<file path="src/rtl/score_collector_pkg.sv">
`default_nettype none
// ============================================================================
// Module      : score_collector_pkg
// Description : Shared frame sizes and FSM state encoding for the output layer.
// Revision    : 1.0 - initial release
// ============================================================================
package score_collector_pkg;

    localparam int c_N_SCORES = 10;
    localparam int c_DATA_W   = 8;
    localparam int c_IDX_W    = 4;

    typedef enum logic [1:0] {
        ST_IDLE    = 2'd0,
        ST_COLLECT = 2'd1,
        ST_DONE    = 2'd2
    } state_t;

endpackage
`default_nettype wire

</file>
<file path="src/rtl/score_collector_max_tracker.sv">
`default_nettype none
// ============================================================================
// Module      : max_tracker
// Description : Running maximum and its index; strict compare keeps lowest index.
// Revision    : 1.0 - initial release
// ============================================================================
module max_tracker
    import score_collector_pkg::*;
#(
    parameter int DATA_W = c_DATA_W,
    parameter int IDX_W  = c_IDX_W
) (
    input  logic              clk,
    input  logic              rst,
    input  logic              clear,
    input  logic              enable,
    input  logic [DATA_W-1:0] data,
    input  logic [IDX_W-1:0]  index,
    output logic [DATA_W-1:0] max_val,
    output logic [IDX_W-1:0]  argmax
);

    logic [DATA_W-1:0] r_max;
    logic [IDX_W-1:0]  r_arg;

    always_ff @(posedge clk or posedge rst) begin
        if (rst) begin
            r_max <= '0;
            r_arg <= '0;
        end else if (clear) begin
            r_max <= '0;
            r_arg <= '0;
        end else if (enable && (data > r_max)) begin
            r_max <= data;
            r_arg <= index;
        end
    end

    assign max_val = r_max;
    assign argmax  = r_arg;

endmodule
`default_nettype wire

</file>
<file path="src/rtl/score_collector.sv">
`default_nettype none
// ============================================================================
// Module      : score_collector
// Description : Buffers one frame of output-layer scores and tracks the argmax.
// Revision    : 1.0 - initial release
// ============================================================================
module score_collector
    import score_collector_pkg::*;
#(
    parameter int N_SCORES = c_N_SCORES,
    parameter int DATA_W   = c_DATA_W,
    parameter int IDX_W    = c_IDX_W
) (
    input  logic                       clk,
    input  logic                       rst,
    input  logic                       start,
    input  logic                       in_valid,
    input  logic [DATA_W-1:0]          in_data,
    output logic                       in_ready,
    output logic [N_SCORES*DATA_W-1:0] scores,
    output logic [DATA_W-1:0]          max_val,
    output logic [IDX_W-1:0]           argmax,
    output logic                       busy,
    output logic                       done,
    input  logic                       done_ack
);

    state_t           r_state;
    logic [IDX_W-1:0] r_count;
    logic             r_in_ready;
    logic             r_busy;
    logic             r_done;

    logic w_xfer;
    logic w_last;
    logic w_clear;

    assign w_xfer  = in_valid & r_in_ready;
    assign w_last  = (r_count == IDX_W'(N_SCORES - 1));
    // A start outside COLLECT (IDLE, or DONE acting as ack) opens a fresh frame
    assign w_clear = start & (r_state != ST_COLLECT);

    always_ff @(posedge clk or posedge rst) begin
        if (rst) begin
            r_state    <= ST_IDLE;
            r_count    <= '0;
            r_in_ready <= 1'b0;
            r_busy     <= 1'b0;
            r_done     <= 1'b0;
        end else begin
            case (r_state)
                ST_IDLE: begin
                    if (start) begin
                        r_state    <= ST_COLLECT;
                        r_count    <= '0;
                        r_in_ready <= 1'b1;
                        r_busy     <= 1'b1;
                    end
                end
                ST_COLLECT: begin
                    if (w_xfer) begin
                        if (w_last) begin
                            // count parks on the last slot so it never passes N_SCORES-1
                            r_state    <= ST_DONE;
                            r_in_ready <= 1'b0;
                            r_busy     <= 1'b0;
                            r_done     <= 1'b1;
                        end else begin
                            r_count <= r_count + 1'b1;
                        end
                    end
                end
                ST_DONE: begin
                    if (start) begin
                        r_state    <= ST_COLLECT;
                        r_count    <= '0;
                        r_in_ready <= 1'b1;
                        r_busy     <= 1'b1;
                        r_done     <= 1'b0;
                    end else if (done_ack) begin
                        r_state <= ST_IDLE;
                        r_done  <= 1'b0;
                    end
                end
                default: begin
                    r_state    <= ST_IDLE;
                    r_count    <= '0;
                    r_in_ready <= 1'b0;
                    r_busy     <= 1'b0;
                    r_done     <= 1'b0;
                end
            endcase
        end
    end

    for (genvar k = 0; k < N_SCORES; k++) begin : g_slot
        logic [DATA_W-1:0] r_slot;

        always_ff @(posedge clk or posedge rst) begin
            if (rst) begin
                r_slot <= '0;
            end else if (w_clear) begin
                r_slot <= '0;
            end else if (w_xfer && (r_count == IDX_W'(k))) begin
                r_slot <= in_data;
            end
        end

        assign scores[k*DATA_W +: DATA_W] = r_slot;
    end

    max_tracker #(
        .DATA_W (DATA_W),
        .IDX_W  (IDX_W)
    ) u_max_tracker (
        .clk     (clk),
        .rst     (rst),
        .clear   (w_clear),
        .enable  (w_xfer),
        .data    (in_data),
        .index   (r_count),
        .max_val (max_val),
        .argmax  (argmax)
    );

    assign in_ready = r_in_ready;
    assign busy     = r_busy;
    assign done     = r_done;

endmodule
`default_nettype wire

</file>
<file path="config.mk">
export PLATFORM = sky130hd
export DESIGN_NAME = score_collector
export DESIGN_NICKNAME = d
export VERILOG_FILES = /design/src/rtl/score_collector_pkg.sv /design/src/rtl/score_collector_max_tracker.sv /design/src/rtl/score_collector.sv
export SDC_FILE = /design/constraint.sdc
export NUM_CORES = 1
export LEC_CHECK = 0
export BUFFER_PORTS_ARGS = -buffer_cell sky130_fd_sc_hd__buf_2
export CAP_MARGIN = 20
export CORE_UTILIZATION = 58
export DETAILED_ROUTE_END_ITERATION = 10
export PLACE_DENSITY = 0.86
export RECOVER_POWER = 50
export REMOVE_ABC_BUFFERS = 1
export SETUP_SLACK_MARGIN = 0.4
export SKIP_CTS_REPAIR_TIMING = 1
export SLEW_MARGIN = 10
export SYNTH_ARGS = -nofsm -noshare
export SYNTH_HDL_FRONTEND = slang
export SYNTH_HIERARCHICAL = 1
export SYNTH_SLANG_ARGS = --single-unit
</file>
<file path="constraint.sdc">
create_clock -name clk -period 5.3 [get_ports clk]
set_input_delay 0.53 -clock clk [delete_from_list [all_inputs] [get_ports clk]]
set_output_delay 0.53 -clock clk [all_outputs]
set_load 0.03 [all_outputs]
</file>
* Word level (Yosys, flattened, before mapping)
Cells that the tools add are included.
Word-level totals: register bits after elaboration 100, bits of input ports 13
Operators by class: multiplexer cells 43, bitwise logic cells 3, $add $sub $neg 1, reductions and logical operators 29, order comparisons 1, equal/unequal tests 18
Operator list (number):
- $mux W8 | 22
- $reduce_bool A2 Y1 | 11
- $mux W4 | 5
- $eq A4 B3 Y1 const B | 4
- $logic_and A1 B1 Y1 | 11
- $mux W2 | 5
- $eq A4 B2 Y1 const B | 2
- $eq A4 B4 Y1 const B | 2
- $gt A8 B8 Y1 | 1
- $pmux W4 S2 | 1
- $reduce_and A4 Y1 | 2
- $mux W1 | 7
- $ne A2 B1 Y1 const B | 3
- $ne A2 B2 Y1 const B | 3
- $pmux W2 S3 | 1
- $reduce_and A3 Y1 | 2
- $add A4 B1 Y4 const B | 1
- $eq A4 B1 Y1 const B | 1
- $logic_not A4 Y1 | 1
- $ne A3 B3 Y1 const B | 1
- $pmux W1 S3 | 1
- $and A1 B1 Y1 | 2
- $eq A2 B1 Y1 const B | 1
- $eq A2 B2 Y1 const B | 1
- other kinds (4) | 4

* Logic depth before layout (Yosys ltp)
depth after elaboration 4, gate-level depth with buffers 8, mapped depth without buffers 7

* By module
The synthesis kept the hierarchy.
Modules (own cells, without submodules):
- score_collector | cells each 339, instances 1, sequential area each 2202.1 um^2, area an instance 3754.9 um^2
- max_tracker | cells each 81, instances 1, sequential area each 300.3 um^2, area an instance 813.3 um^2

* Least setup slack after synthesis
OpenSTA, ideal clock, no wires.
path type register to register, start register u_max_tracker.r_max[1] (netlist: u_max_tracker/max_val[1]), end register u_max_tracker.r_arg[0] (netlist: u_max_tracker/argmax[0]), path buffers 1, slack 3.437 ns, data required time 5.221 ns, cell stages (with the launch flop) 9, setup time 0.079 ns, arrival 1.783 ns, cells stage by stage dfrtp_1 inv_1 ha_1 nor2b_1 o211ai_1 a211oi_2 nor2_2 buf_6 mux2i_1
Between the ends: word-level cells in the longest chain between the ends 3
RTL lines:
- start, declared | line score_collector_max_tracker.sv:23 | logic [DATA_W-1:0] r_max;
- start signal, assigned | line score_collector_max_tracker.sv:34 | r_max <= data;
- $gt A8 B8 Y1 | line score_collector_max_tracker.sv:33 | end else if (enable && (data > r_max)) begin
- $logic_and A1 B1 Y1 | line score_collector_max_tracker.sv:33
- $reduce_bool A2 Y1 (no line)
- end signal, assigned | line score_collector_max_tracker.sv:35 | r_arg <= index;
- end, declared | line score_collector_max_tracker.sv:24 | logic [IDX_W-1:0] r_arg;
No other way between the ends. A chain may end at the register's enable or synchronous reset.

* Worst setup path in the final report
start register r_state[1], end register u_max_tracker.r_max[6] (netlist: u_max_tracker/max_val[6])
Between the ends: word-level cells in the longest chain between the ends 3
RTL lines:
- start, declared | line score_collector.sv:28 | state_t r_state;
- start signal, assigned | line score_collector.sv:45 | r_state <= ST_IDLE;
- start signal, assigned | line score_collector.sv:54 | r_state <= ST_COLLECT;
- start signal, assigned | line score_collector.sv:64 | r_state <= ST_DONE;
- $ne A2 B1 Y1 * | line score_collector.sv:41 | assign w_clear = start & (r_state != ST_COLLECT);
- $and A1 B1 Y1 * | line score_collector.sv:41
- $mux W8 or $reduce_bool A2 Y1 (tied branches)
Mark *: on every way between the ends. The rest lies on a longest branch, timed or not.

==> results_dict.tcl <==
set metrics [dict create \
    core_area_mm2 0.00745 \
    critPathTopFamily "simple AND/OR/NAND/NOR gates" \
    dieArea_mm2 0.00823 \
    placed_area_mm2 0.00510 \
    row_count 31 \
    grt_pass1_vias 3427 \
    min_period_ns 2.51 \
    io_pins 108 \
    fin_worst_skew_ns 0.00948 \
    rsz0062_at_grt "false" \
    yosys_warnings 6 \
    drc_errors 0 \
    grt_util_all_layers_pct 26.1 \
    tightest_slew_ns 1.44 \
    setup_viol 0 \
    path_clk_slew_ns 0.10 \
    drt_pass1_iterations 4 \
    synth.distinct_cells 39 \
    synth_edf_count 0 \
    avgSynthCellArea_um2 10.9 \
    final_common_cell "dfrtp_1" \
    cp.required_ns 5.58 \
    syn_area_mm2 0.00457 \
    hold_ws_ns 0.159 \
    cp.arrival_ns 2.80 \
    layout-drive-gt1-share_pct 18.0 \
    outcome "finished clean" \
    cts_buffers 9 \
    fp.dieW_um 90.7 \
    cts_tree "yes" \
    dp_slack_ns 2.40 \
    antenna_found_initial 0 \
    synth-async-reset-ratio_pct 100 \
    clkLatencyLatePin_ns 0.37 \
    fmax_mhz 398 \
    cp_slowest_cell "nand2_1" \
    clock_sinks 100 \
    sw_frac_of_total_pct 28.4 \
    power_density_mw_per_mm2 284 \
    tns_ns 0 \
    crit_cells 5 \
    overflow 0 \
    hp-class "input port to async pin" \
    worst_setup_path_end_kind "register" \
    worst_setup_path_start_kind "register" \
    drt_iter0_markers 182 \
    wl_um 10200 \
    port_buffers 107 \
    design_area_mm2 0.00531 \
    crit_fanout 37 \
    postRouteAntennaNets 0 \
    finalNetCount 537 \
    start_util_pct 61.3 \
    setup_slack_ns 2.79 \
    ys_seq_area_share_pct 54.8 \
    cts_buffer_depth 2 \
    area_delta_synth_final_pct 16.1 \
    num_vias 3417 \
    post-route-util_pct 71.2 \
    place_congestion 0.849 \
    clockRootBuffer "clkbuf_8" \
    vias_per_cell 5.55 \
    critPathKind "register to register" \
    pwr-share-comb_pct 11.8 \
    seq_power_share_pct 53.5 \
    p_int_mw 1.08 \
    die_h_um 90.7 \
    worstPathCellList "nand2b_1 > nand2_1 > inv_2 > nand2b_1 > mux2i_1" \
    drv_cap 0 \
    cp_common_cell "nand2b_1" \
    grt_max_degree 89 \
    place_hpwl_um 6780 \
    wl_per_cell_um 16.6 \
    final_cell_mix "dfrtp_1 (100), mux2i_1 (68), buf_2 (62)" \
    max_slew_margin_pct 3.69 \
    ys.flop_type "dfrtp_1" \
    hold_viol 0 \
    vdd_drop_max_mv 0.236 \
    synthCells 420 \
    p_leak_nw 2.73 \
    final-max-slew-violation-count 0 \
    ys_ff_latch 100 \
    critical-path-max-stage-delay_ns 0.78 \
    h-tree-depth 3 \
    p_sw_uw 427 \
    r2r_cells 5 \
    clock_power_share_pct 34.7 \
    path_buf_inv 1 \
    period_share_pct 47.4 \
    grt_pass1_wl_um 16700 \
    diodes 0 \
]
==> cells in the mapped netlist (all sizes together), types with 2 or more instances <==
| cell | n | area [um^2] |
|---|---|---|
| ha | 12 | 150 |
| dfrtp | 100 | 2500 |
| buf | 11 | 68.8 |
| nand2 | 17 | 66.3 |
| nor3 | 3 | 48.8 |
| o22ai | 2 | 12.5 |
| o21ai | 33 | 165 |
| nand3 | 25 | 125 |
| nand3b | 2 | 15.0 |
| a21oi | 5 | 25.0 |
| clkbuf | 18 | 68.8 |
| inv | 16 | 60.1 |
| mux2i | 68 | 681 |
| nor2 | 62 | 250 |
| nand4 | 2 | 18.8 |
| nand2b | 29 | 181 |
==> flip-flops by register name, summed over array words and instances (netlist names) <==
| register | cells |
|---|---|
| busy | 1 |
| done | 1 |
| g_slot.r_slot | 80 |
| r_count | 4 |
| r_state | 2 |
| u_max_tracker/argmax | 4 |
| u_max_tracker/max_val | 8 |
==> metrics by stage <==
stage	instances	total power [mW]
4_1_cts	614	1.51
6_report	616	1.51
2_1_floorplan	391	0.936
3_5_place_dp	598	0.998
3_3_place_gp	598	0.990
5_1_grt	616	1.56
==> worst paths after layout <==
kind                                           from                       end  slack (ns)
min in group clk                              start                r_state[0]        0.45
worst max-delay path                     r_state[1]  u_max_tracker/max_val[6]        2.79
worst max register to register           r_state[1]  u_max_tracker/max_val[6]        2.79
worst min register to register  g_slot[5].r_slot[1]       g_slot[5].r_slot[1]        0.50
worst min-delay path                            rst  u_max_tracker/max_val[5]        0.16
max in group asynchronous                       rst       g_slot[9].r_slot[2]        3.70
==> layer usage <==
layer  track usage (%)  part of all wire (%)
met1              32.9                    43
met2              43.5                    48
met3              6.14                   6.4
met4              10.3                   1.8
met5                 0                     0
==> kinds of logic (layout without fill, tap and decap cells) <==
| family | count (synthesis) | count (layout) | synth area share (%) |
|---|---|---|---|
| AND/OR/NAND/NOR | 149 | 149 | 17.2 |
| flip-flops | 100 | 100 | 54.8 |
| multiplexers | 68 | 68 | 14.9 |
| AO/OA/AOI/OAI | 46 | 46 | 5.53 |
| buffers and inverters | 45 | 142 | 4.33 |
| adder cells (fa/ha/maj) | 12 | 12 | 3.29 |
==> power by group through the flow <==
stage	Sequential [mW]	Clock [mW]	Combinational (mW)
after floorplan	0.862	0	0.0738
after global placement	0.819	0	0.171
after detailed placement	0.820	0	0.178
after CTS	0.806	0.527	0.180
after global routing	0.810	0.555	0.195
final	0.806	0.522	0.178
==> final cells by class <==
cell class / count / area [um^2]
clock buffer: 10 / 138
clock inverter: 6 / 81.3
fill: 581 / 2140
inverter: 16 / 61.3
multi-input combinational: 275 / 1870
sequential: 100 / 2500
tap: 99 / 124
timing repair buffer: 110 / 531
No activity file was read; power rests on OpenSTA's default activity.
